## src/rtl/store_merge_rmw.sv

```systemverilog
// Store-size unit for the multicycle MIPS datapath. Accepts one store at a time.
// sw is written straight through. sb/sh read the aligned word, merge the new
// lanes, then write the word back. Alignment errors end the request early.
//
// Handshake: a request transfers in a cycle where req_valid and req_ready are
// both 1. req_ready is 1 only in IDLE. Request inputs are ignored otherwise.
// done (and err) pulse for one cycle when the request finishes.
module store_merge_rmw #(
    parameter int DATA_W     = 32,
    parameter int ADDR_W     = 32,
    parameter int MEM_LAT    = 1,
    parameter int BIG_ENDIAN = 1
) (
    input  logic              clk,
    input  logic              reset,
    input  logic              req_valid,
    output logic              req_ready,
    input  logic [1:0]        req_size,
    input  logic [ADDR_W-1:0] req_addr,
    input  logic [DATA_W-1:0] req_data,
    output logic [ADDR_W-1:0] mem_addr,
    output logic              mem_rd,
    output logic              mem_wr,
    output logic [DATA_W-1:0] mem_wdata,
    input  logic [DATA_W-1:0] mem_rdata,
    output logic              done,
    output logic              err
);

    localparam int NB    = DATA_W / 8;
    localparam int OFF_W = $clog2(NB);
    localparam int CNT_W = (MEM_LAT > 1) ? $clog2(MEM_LAT) : 1;

    localparam logic [1:0] SZ_W = 2'b01;
    localparam logic [1:0] SZ_H = 2'b10;
    localparam logic [1:0] SZ_B = 2'b11;

    typedef enum logic [2:0] {
        S_IDLE,
        S_READ,
        S_WAIT,
        S_WRITE,
        S_DONE
    } state_t;

    state_t             state_q, state_d;
    logic [1:0]         size_q, size_d;
    logic [OFF_W-1:0]   off_q, off_d;
    logic [15:0]        data_q, data_d;
    logic [DATA_W-1:0]  word_q, word_d;
    logic [ADDR_W-1:0]  addr_q, addr_d;
    logic               bad_q, bad_d;
    logic [CNT_W-1:0]   cnt_q, cnt_d;
    logic               ready_q, ready_d;
    logic               mem_rd_q, mem_rd_d;
    logic               mem_wr_q, mem_wr_d;
    logic [DATA_W-1:0]  wdata_q, wdata_d;
    logic               done_q, done_d;
    logic               err_q, err_d;

    logic [OFF_W-1:0]   req_off;
    logic               req_bad;
    logic [OFF_W-1:0]   off_next;
    logic [DATA_W-1:0]  merged;

    // Classify the incoming request: lane offset and alignment error.
    always_comb begin
        req_off = req_addr[OFF_W-1:0];
        req_bad = 1'b0;
        case (req_size)
            SZ_W:    req_bad = (req_off != '0);
            SZ_H:    req_bad = req_off[0];
            SZ_B:    req_bad = 1'b0;
            default: req_bad = 1'b1;
        endcase
    end

    // Overlay the latched byte/half onto the word returned by memory.
    always_comb begin
        merged   = mem_rdata;
        off_next = off_q + OFF_W'(1);
        for (int k = 0; k < NB; k++) begin
            if (size_q == SZ_B && off_q == OFF_W'(k)) begin
                merged[8*((BIG_ENDIAN != 0) ? NB-1-k : k) +: 8] = data_q[7:0];
            end
            if (size_q == SZ_H && off_q == OFF_W'(k)) begin
                merged[8*((BIG_ENDIAN != 0) ? NB-1-k : k) +: 8] =
                    (BIG_ENDIAN != 0) ? data_q[15:8] : data_q[7:0];
            end
            if (size_q == SZ_H && off_next == OFF_W'(k)) begin
                merged[8*((BIG_ENDIAN != 0) ? NB-1-k : k) +: 8] =
                    (BIG_ENDIAN != 0) ? data_q[7:0] : data_q[15:8];
            end
        end
    end

    // Next-state logic; outputs are decoded from the next state so they are registered.
    always_comb begin
        state_d = state_q;
        size_d  = size_q;
        off_d   = off_q;
        data_d  = data_q;
        word_d  = word_q;
        addr_d  = addr_q;
        bad_d   = bad_q;
        cnt_d   = cnt_q;
        case (state_q)
            S_IDLE: begin
                if (ready_q && req_valid) begin
                    size_d = req_size;
                    off_d  = req_off;
                    data_d = req_data[15:0];
                    word_d = req_data;
                    addr_d = {req_addr[ADDR_W-1:OFF_W], {OFF_W{1'b0}}};
                    bad_d  = req_bad;
                    if (req_bad)               state_d = S_DONE;
                    else if (req_size == SZ_W) state_d = S_WRITE;
                    else                       state_d = S_READ;
                end
            end
            S_READ: begin
                cnt_d   = '0;
                state_d = S_WAIT;
            end
            S_WAIT: begin
                if (cnt_q == CNT_W'(MEM_LAT - 1)) begin
                    word_d  = merged;
                    state_d = S_WRITE;
                end else begin
                    cnt_d = cnt_q + CNT_W'(1);
                end
            end
            S_WRITE: state_d = S_DONE;
            S_DONE:  state_d = S_IDLE;
            default: state_d = S_IDLE;
        endcase
        ready_d  = (state_d == S_IDLE);
        mem_rd_d = (state_d == S_READ);
        mem_wr_d = (state_d == S_WRITE);
        wdata_d  = mem_wr_d ? word_d : '0;
        done_d   = (state_d == S_DONE);
        err_d    = done_d && bad_d;
    end

    // State and output registers; reset aborts any request without a write.
    always_ff @(posedge clk) begin
        if (reset) begin
            state_q  <= S_IDLE;
            size_q   <= '0;
            off_q    <= '0;
            data_q   <= '0;
            word_q   <= '0;
            addr_q   <= '0;
            bad_q    <= 1'b0;
            cnt_q    <= '0;
            ready_q  <= 1'b0;
            mem_rd_q <= 1'b0;
            mem_wr_q <= 1'b0;
            wdata_q  <= '0;
            done_q   <= 1'b0;
            err_q    <= 1'b0;
        end else begin
            state_q  <= state_d;
            size_q   <= size_d;
            off_q    <= off_d;
            data_q   <= data_d;
            word_q   <= word_d;
            addr_q   <= addr_d;
            bad_q    <= bad_d;
            cnt_q    <= cnt_d;
            ready_q  <= ready_d;
            mem_rd_q <= mem_rd_d;
            mem_wr_q <= mem_wr_d;
            wdata_q  <= wdata_d;
            done_q   <= done_d;
            err_q    <= err_d;
        end
    end

    assign req_ready = ready_q;
    assign mem_addr  = addr_q;
    assign mem_rd    = mem_rd_q;
    assign mem_wr    = mem_wr_q;
    assign mem_wdata = wdata_q;
    assign done      = done_q;
    assign err       = err_q;

endmodule

```

## config.mk

```make
export PLATFORM = sky130hd
export DESIGN_NAME = store_merge_rmw
export DESIGN_NICKNAME = d
export VERILOG_FILES = /design/src/rtl/store_merge_rmw.sv
export SDC_FILE = /design/constraint.sdc
export NUM_CORES = 1
export LEC_CHECK = 0
export CORE_MARGIN = 2
export CORE_UTILIZATION = 35
export CTS_CLUSTER_SIZE = 12
export DETAILED_ROUTE_END_ITERATION = 8
export PLACE_DENSITY = 0.68
export SYNTH_ARGS = -nofsm -noshare
export SYNTH_HDL_FRONTEND = slang
export SYNTH_SLANG_ARGS = --single-unit
```

## constraint.sdc

```tcl
create_clock -name clk -period 4.8 [get_ports clk]
set_input_delay 0.72 -clock clk [delete_from_list [all_inputs] [get_ports clk]]
set_output_delay 0.72 -clock clk [all_outputs]
set_load 0.05 [all_outputs]
```

==> flow_summary_export.csv <==
group,metric,value,unit
logic_synthesis,yosysWarnings,0,
cells_and_area,regArea,0.00246,mm^2
global_routing,antenna_found_initial,1,
logic_synthesis,synth_area,0.00490,mm^2
global_routing,grt_overflow,0,
logic_synthesis,synth_edf_count,0,
worst_setup_path,crit_cells,6,
cells_and_area,fin_nets,805,
power,p_sw,0.000940,W
worst_hold_path,hold_depth,2,
power,power.share.switching,29.3,%
worst_setup_path,startpoint_type,"input port",
clock_network,htreeDepth,4,
logic_synthesis,synthArstFlopShare,0,%
job,maxCapViolCount,0,
power,internal_power,0.00227,W
timing,hold_violations,0,
clock_network,cts_tree,"yes",
global_routing,grt_pass1_wl,23.3,mm
timing,setup_viol,0,
power,leakage,2.52,nW
power,total_power,0.00321,W
timing,period_share,57.0,%
logic_synthesis,avgSynthCellArea,8.84,um^2
timing,whs,0.451,ns
clock_network,post_cts_buffers,0,
logic_synthesis,yosys.area.top_type,"dfxtp_1",
global_routing,grt_pass1_vias,4562,
timing,worst_slew_pin_slew,1.20,ns
global_routing,grt_usage,20.3,%
routing,dr.pass1.iters,8,
worst_setup_path,arrival,3.07,ns
routing,vias,4678,
worst_setup_path,worst_setup_path_end_kind,"flop",
worst_hold_path,min_path_type,"flop to flop",
die,dieArea,0.0150,mm^2
power,power.density,446,mW/mm^2
clock_network,clk_path_buf_depth,2,
clock_network,clk_pin_slew,0.05,ns
run_status,run_status,"completed",
worst_setup_path,path_class,"input port to flop",
worst_setup_path,cpPeakStageDelay,1.07,ns
worst_setup_path,cp_cell_sequence,"clkdlybuf4s50_1, nand2_1, or4_2, a211oi_1, a21oi_1, nor3_2",
worst_setup_path,worstPathRequired,5.14,ns
logic_synthesis,synth_area_leaders,"dfxtp_1 (50%), nand2_1 (9.1%), a21oi_1 (6.1%)",
routing,drtIter0Drc,380,
cells_and_area,multi_input_area,0.00219,mm^2
die,coreArea,0.0138,mm^2
routing,routed_via_density,5.22,
timing,finalCriticalPeriod,2.74,ns
clock_network,clk_latency,0.41,ns
power,p_clk_share,40.1,%
timing,maxSlewHeadroom,19.5,%
die,rows,43,
cells_and_area,drive_gt1_share,7.81,%
worst_setup_path,crit_family,"simple AND/OR/NAND/NOR gates",
global_routing,grt_max_degree,89,
timing,drv_slew,0,
worst_setup_path,reg2reg_depth,5,
clock_network,cts_made_buffers,17,
power,pwr-share-seq,37.3,%
worst_setup_path,crit_fanout,52,
die,chipHeight,122,um
placed_design,dp_hpwl,10.5,mm
logic_synthesis,synth_cells,554,
logic_synthesis,ys_seq_area_share,50.3,%
routing,wl,15.1,mm
power,share_comb_of_total_power,22.6,%
placed_design,routabilityCongestion,0.834,
power,vdd_drop_max,0.343,mV
timing,clock_skew,0.0100,ns
cells_and_area,syn_to_final_growth,46.9,%
timing,finalSetupTns,0,ns
routing,drc,0,
cells_and_area,fillers,1296,
logic_synthesis,synth.top_cell.area_share,50.3,%
logic_synthesis,synth_flop_cell,"dfxtp_1",
worst_setup_path,critical_path_buf_inv_count,1,
routing,antenna_left,0,
clock_network,cts_resized,0,
routing,wl_per_cell,16.8,um
die,die_x,122,um
placed_design,io_buffers,167,
clock_network,hold_buffers,0,
die,start_util,35.5,%
die,ios,170,
logic_synthesis,ys_seq_elements,123,
cells_and_area,utilization,52.2,%
clock_network,root_buffer,"clkbuf_16",
cells_and_area,diodes,0,
logic_synthesis,ys_types,53,
timing,rsz0062_at_grt,"false",
worst_setup_path,cpMaxStageDelayCell,"or4_2",
clock_network,clock_sinks,123,
timing,fmax,365,MHz
==> final timing paths <==
path / start / end / slack, ns
max: req_valid / err$_SDFF_PP0_ / 2.06
min: mem_addr[23]$_SDFFE_PP0P_ / mem_addr[23]$_SDFFE_PP0P_ / 0.45
max reg2reg: off_q[0]$_SDFFE_PP0P_ / mem_wdata[23]$_SDFF_PP0_ / 2.25
min reg2reg: mem_addr[23]$_SDFFE_PP0P_ / mem_addr[23]$_SDFFE_PP0P_ / 0.45
==> worst register-to-register path: stages (launching register included) <==
cell and delay, ns:
dfxtp_1 0.91, nand2b_1 0.41, o22a_1 0.35, o221a_2 0.28, a221oi_1 0.37, nor2_1 0.07
==> kinds of logic (layout without fill, tap and decap cells) <==
| group | after synthesis | after routing | share of synthesized area (%) |
|---|---|---|---|
| DFF | 123 | 123 | 50.3 |
| AOI/OAI and AO/OA | 143 | 143 | 21.4 |
| buffers and inverters | 45 | 207 | 5.09 |
| muxes | 1 | 1 | 0.204 |
| and+or+nand+nor | 240 | 240 | 22.7 |
| other | 1 | 2 | 0.0766 |
| xor gates and xnor gates | 1 | 1 | 0.179 |
==> per-layer routing <==
metal | vias up | part of all wire [%] | global-route usage, %
li1 | 2247 | - | -
met2 | 216 | 47 | 31.8
met3 | 33 | 9.7 | 8.32
met1 | 2182 | 41 | 24.5
met4 | 0 | 2.5 | 8.62
met5 | - | 0 | 0
==> synthesized netlist by cell type, types with 2 or more instances <==
| master | count |
|---|---|
| dfxtp_1 | 123 |
| nand2_1 | 119 |
| nor2_1 | 72 |
| a21oi_1 | 60 |
| clkbuf_1 | 17 |
| buf_2 | 13 |
| and3_1 | 12 |
| o221a_2 | 11 |
| buf_4 | 10 |
| a221oi_1 | 8 |
| a222oi_1 | 8 |
| a22oi_1 | 8 |
| o21a_1 | 8 |
| o221ai_1 | 8 |
| o22a_1 | 8 |
| nor2b_1 | 6 |
| a211oi_1 | 5 |
| nand2b_1 | 5 |
| a221o_1 | 4 |
| o21ai_0 | 4 |
| a22o_1 | 3 |
| nor3_1 | 3 |
| or4bb_1 | 3 |
| buf_6 | 2 |
| inv_1 | 2 |
| nand4bb_1 | 2 |
| nor3_2 | 2 |
| nor3b_2 | 2 |
| nor4b_1 | 2 |
==> sequential cells by signal (all words and copies together) (netlist names) <==
signal and flops:
err 1, mem_rd 1, mem_wdata 32, mem_addr 30, data_q 16, size_q 2, state_q 3, done 1
word_q 32, req_ready 1, mem_wr 1, bad_q 1, off_q 2
==> through the flow <==
| stage | area [um^2] | setup slack (ns) | std cells |
|---|---|---|---|
| 6_report | 7190 | 2.06 | 897 |
| 5_1_grt | 7190 | 1.74 | 897 |
| 4_1_cts | 7190 | 2.01 | 897 |
| 3_5_place_dp | 6600 | 1.63 | 865 |
| 3_3_place_gp | 6600 | 1.73 | 865 |
| 2_1_floorplan | 4900 | 2.83 | 555 |
==> power groups by stage <==
stage                     Combinational [W]  Sequential [W]  Clock, W
after CTS                          0.000727         0.00119   0.00131
final                              0.000725         0.00120   0.00129
after global placement             0.000709         0.00121         0
after global routing               0.000785         0.00120   0.00136
after floorplan                    0.000392         0.00130         0
after detailed placement           0.000720         0.00121         0
==> layout by cell type, fill, tap and decap left out, types with 3 or more instances in the layout <==
cell type	instances
a211oi_1	5
a21oi_1	60
a221o_1	4
a221oi_1	8
a222oi_1	8
a22o_1	3
a22oi_1	8
and3_1	12
buf_4	6
bufinv_16	3
clkbuf_1	5
clkbuf_16	17
clkbuf_8	3
clkdlybuf4s50_1	166
clkinv_2	3
dfxtp_1	123
nand2_1	119
nand2b_1	5
nor2_1	72
nor2b_1	6
nor3_1	3
o21a_1	8
o21ai_0	4
o221a_2	11
o221ai_1	8
o22a_1	8
or4bb_1	3
==> final cells by class <==
type	instances	area share [%]
well taps	180	3.13
clock buffers	25	6.75
clock inverters	7	1.57
multi-input cells	387	30.4
flip-flops and latches	123	34.2
repair buffers	173	23.8
inverters	2	0.104
No activity file was read; power rests on OpenSTA's default activity.
==> variant 1, RTL diff (config.mk and constraints unchanged) <==
Put one more register stage on the output `err`, cleared by the reset. The value now appears one clock later. The other outputs are not delayed to match. Comments in the files are not updated.
--- a/src/rtl/store_merge_rmw.sv
+++ b/src/rtl/store_merge_rmw.sv
@@ -184,5 +184,11 @@
     assign mem_wdata = wdata_q;
     assign done      = done_q;
-    assign err       = err_q;
+    always_ff @(posedge clk) begin
+        if (reset) begin
+            err <= '0;
+        end else begin
+            err <= err_q;
+        end
+    end
 
 endmodule
Formal check against the unedited RTL: not equivalent (a bounded check fails within 4 cycles, from zero or initial values and one cycle with reset high).
==> variant 1 against the original RTL <==
  * Maximum frequency rose by 13%
  * Synthesized cell count up 4.2%
  * Wire length grew 3.4%
  * Clock power up 10%
  * Global-route usage about the same
  * Hold slack got worse by 16 ps
  * Critical path depth did not move
  * Cell area up 3.1%
  * Largest power group unchanged
  * Power rose by 5.0%
  * Worst setup slack better by 310 ps
  * Non-clock buffer count is the same
  * Sequential cell count rose by 1
  * Area after synthesis rose by 3.8%
  * Register-to-register slack improved by 380 ps
==> variant 1: results (changes against the original RTL) <==
{
  "crit_fanout": {"value": 50, "change": "-3.8%"},
  "io_buffers": {"value": 167, "change": "unchanged"},
  "ir_drop": {"value": 0.000250, "unit": "V", "change": "-27%"},
  "finalClockSkew": {"value": 7.74, "unit": "ps", "change": "-2.28 ps"},
  "synth-compound-area-share": {"value": 0.242, "change": "+0.0280"},
  "synth-seq-area-share": {"value": 0.488, "change": "-0.0146"},
  "gp_routability_congestion": {"value": 0.855, "change": "+2.5%"},
  "synth_mux_area_frac": {"value": 0.00197, "change": "-0.0000755"},
  "dp_cells": {"value": 884, "change": "+2.2%"},
  "post_synth_inst_count": {"value": 577, "change": "+4.2%"},
  "grt_pass1_wl": {"value": 25.1, "unit": "mm", "change": "+7.8%"},
  "netlist_top_cells_count": {"value": "dfxtp_1 (124), nand2_1 (118), a21oi_1 (72)"},
  "h-tree-depth": {"value": 4, "change": "unchanged"},
  "drt-pass1-iter-count": {"value": 5, "change": "-3"},
  "power.static_leakage": {"value": 0.00254, "unit": "uW", "change": "+0.64%"},
  "drive_above_1_share": {"value": 0.0984, "change": "+0.0203"},
  "vias_in_the_first_global_route": {"value": 4749, "change": "+4.1%"},
  "drt_iter0_markers": {"value": 312, "change": "-18%"},
  "yosys.area_share.xor_xnor": {"value": 0.00172, "change": "-0.0000660"},
  "wirelength": {"value": 15.6, "unit": "mm", "change": "+3.4%"},
  "synthDistinctLibCells": {"value": 55, "change": "+3.8%"},
  "ranking_of_synthesized_cells_by_area": {"value": "dfxtp_1 (49%), nand2_1 (8.7%), a21oi_1 (7.1%), nor2_1 (4.6%), a22oi_1 (3.0%)"},
  "timing.slew.headroom": {"value": 0.275, "change": "+0.0798"},
  "nets_finish": {"value": 820, "change": "+1.9%"},
  "dp.final_hpwl": {"value": 10.6, "unit": "mm", "change": "+0.72%"},
  "post_cts_resized": {"value": 0, "change": "unchanged"},
  "net-switching-power": {"value": 1000, "unit": "uW", "change": "+6.9%"},
  "worst_path_max_delay_cell": {"value": "nand2b_2"},
  "clk_latency": {"value": 420, "unit": "ps"},
  "run_status": {"value": "finished clean"},
  "cp_peak_stage_delay": {"value": 660, "unit": "ps", "change": "-410 ps"},
  "hold_class": {"value": "reg -> reg"},
  "antenna_found_initial": {"value": 0, "change": "-1"},
  "detailroute.via_count": {"value": 4810, "change": "+2.8%"},
  "routedWlPerCell": {"value": 17.0, "unit": "um", "change": "+1.2%"},
  "p_seq_frac": {"value": 0.354, "change": "-0.019"},
  "grt_max_degree": {"value": 90, "change": "+1.1%"},
  "grt_usage": {"value": 0.203, "change": "about the same"},
  "filler_cell_count": {"value": 1320, "change": "+1.9%"}
}
[variant 1: cell types whose count changed after synthesis, moves of 7 or more]
| cell | change |
|---|---|
| a21oi_1 | +12 |
| a22oi_1 | +12 |
| nor2_1 | -10 |
| a221oi_2 | +8 |
| and3_1 | -8 |
| a222oi_1 | -7 |
| o21a_1 | -7 |
[variant 1: metrics by stage]
step | setup WS [ps] | hold WS, ps | power (uW) | util | instance area [um2]
2_1_floorplan | 2860 | 414 | 1730 | - | 5090
3_3_place_gp | 2050 | 423 | 1950 | 0.471 | 6760
3_5_place_dp | 1960 | 427 | 1970 | 0.471 | 6760
4_1_cts | 2410 | 440 | 3400 | 0.516 | 7420
5_1_grt | 2170 | 455 | 3520 | 0.516 | 7420
6_report | 2370 | 435 | 3370 | 0.516 | 7420
[variant 1: worst register-to-register path: cells and delay by family (launching register included)]
family / cells / cell delay [ps]
compound gates: 1 / 500
flops: 1 / 530
simple gates: 4 / 1080
[variant 1: path summary, 6_finish.rpt]
check,from,endpoint,slack (ps),cells past startpoint
hold / removal,err_q,err,440,1
setup / recovery,req_valid,data_q[4],2370,6
hold reg to reg,err_q,err,440,1
setup reg to reg,state_q[1],mem_wdata[15],2630,5
[variant 1: metal layers]
| layer | vias to the layer above | share of wire | global-route usage |
|---|---|---|---|
| met5 | - | 0 | 0 |
| met4 | 0 | 0.019 | 0.0787 |
| met3 | 21 | 0.099 | 0.0851 |
| met2 | 214 | 0.45 | 0.313 |
| met1 | 2248 | 0.43 | 0.251 |
| li1 | 2327 | - | - |
[variant 1: cell type report]
class	instances	share of cell area
Tap cell	184	0.0310
Multi-Input combinational cell	400	0.312
Antenna cell	1	0.000337
Timing Repair Buffer	173	0.232
Sequential cell	124	0.335
Inverter	3	0.00152
Clock buffer	18	0.0592
Clock inverter	14	0.0292
==> variant 2, RTL diff (same settings) <==
Made on the original files. Set the parameter `MEM_LAT` to 2 (it was 1).
--- a/src/rtl/store_merge_rmw.sv
+++ b/src/rtl/store_merge_rmw.sv
@@ -9,5 +9,5 @@
     parameter int DATA_W     = 32,
     parameter int ADDR_W     = 32,
-    parameter int MEM_LAT    = 1,
+    parameter int MEM_LAT    = 2,
     parameter int BIG_ENDIAN = 1
 ) (
Behaviour: not the same (Yosys sat finds a counterexample within 10 cycles, from zero or initial values and one cycle with reset high).
==> variant 2 against the original RTL <==
  * Hold slack lost 0.64 ps
  * Power shrank 6.1%
  * Clock skew is 1.7 ps lower
  * Die area increased by 19%
  * Cell area is 15% higher
  * Area after synthesis is 20% higher
  * Wire length up 19%
  * Sequential cell count up 1
  * Worst setup slack worse by 430 ps
  * Critical endpoint unchanged
==> variant 2: results (changes against the original RTL) <==
{
  "run_status": {"value": "finished clean"},
  "grt_usage": {"value": 0.204, "change": "+0.000959"},
  "synth-seq-area-share": {"value": 0.422, "change": "-0.0805"},
  "ir_drop": {"value": 0.000268, "unit": "V", "change": "-22%"},
  "r2r_setup_slack": {"value": 2010, "unit": "ps", "change": "-240 ps"},
  "timing.rr.start": {"value": "state_q[1]"},
  "bufAreaShareNonClock": {"value": 0.211, "change": "-0.0266"},
  "holdCritStartpoint": {"value": "mem_addr[16]"},
  "cp_peak_stage_delay": {"value": 780, "unit": "ps", "change": "-290 ps"},
  "worst_path_max_delay_cell": {"value": "and2_2"},
  "dp.final_hpwl": {"value": 12.4, "unit": "mm", "change": "+18%"},
  "multi_input_area": {"value": 0.00303, "unit": "mm2", "change": "+38%"},
  "grt_max_degree": {"value": 91, "change": "+2.2%"},
  "yosys.area_share.xor_xnor": {"value": 0, "change": "-0.00179"},
  "multi_input_gates": {"value": 543, "change": "+40%"},
  "ranking_of_synthesized_cells_by_area": {"value": "dfxtp_1 (42%), a21oi_1 (8.1%), nand2_1 (7.2%), nor2_1 (4.7%), nor2b_1 (3.7%)"},
  "post_dp_cell_area": {"value": 0.00757, "unit": "mm2", "change": "+15%"},
  "hold_slack": {"value": 451, "unit": "ps", "change": "-0.643 ps"},
  "seq-cell-share": {"value": 0.301, "change": "-0.0410"},
  "critPathArrivalTime": {"value": 3430, "unit": "ps", "change": "+360 ps"},
  "antenna_found_initial": {"value": 0, "change": "-1"},
  "post_drt_via_cell_ratio": {"value": 5.16, "change": "-1.1%"},
  "cts.sinks": {"value": 124, "change": "+0.81%"},
  "power.static_leakage": {"value": 0.00303, "unit": "uW", "change": "+20%"},
  "vias_in_the_first_global_route": {"value": 5406, "change": "+19%"},
  "drt-pass1-iter-count": {"value": 5, "change": "-3"},
  "num-clock-buffers": {"value": 22, "change": "-12%"},
  "drive_above_1_share": {"value": 0.0664, "change": "-0.0117"},
  "routedWlPerCell": {"value": 16.2, "unit": "um", "change": "-3.7%"},
  "holdPathEnd": {"value": "mem_addr[16]"},
  "nets_finish": {"value": 976, "change": "+21%"}
}
-- variant 2: cell types whose count changed after synthesis, moves of 21 or more --
| cell | unedited run | this run |
|---|---|---|
| clkbuf_1 | 17 | 38 |
| nor2b_1 | 6 | 35 |
| a21oi_1 | 60 | 95 |
| o21ai_0 | 4 | 40 |
-- variant 2: layer usage --
layer	vias to the layer above	global-route usage	routed length, um
met1	2586	0.261	8000
met3	35	0.0784	1500
met4	0	0.0786	447
met5	-	0	0
met2	210	0.309	7980
li1	2885	-	-
-- variant 2: worst max-delay path: cells and delay by family --
kind                   cells  cell delay (ps)
buffers and inverters      2             1060
AND/OR/NAND/NOR            3             1350
multiplexers               1              280
-- variant 2: stage by stage --
step                      setup slack [ps]  cells  power [uW]
final                                 1630   1108        3010
after global routing                  1440   1108        3140
after CTS                             1660   1108        3030
after detailed placement              1210   1076        1590
after global placement                1240   1076        1590
after floorplan                       2740    748        1410
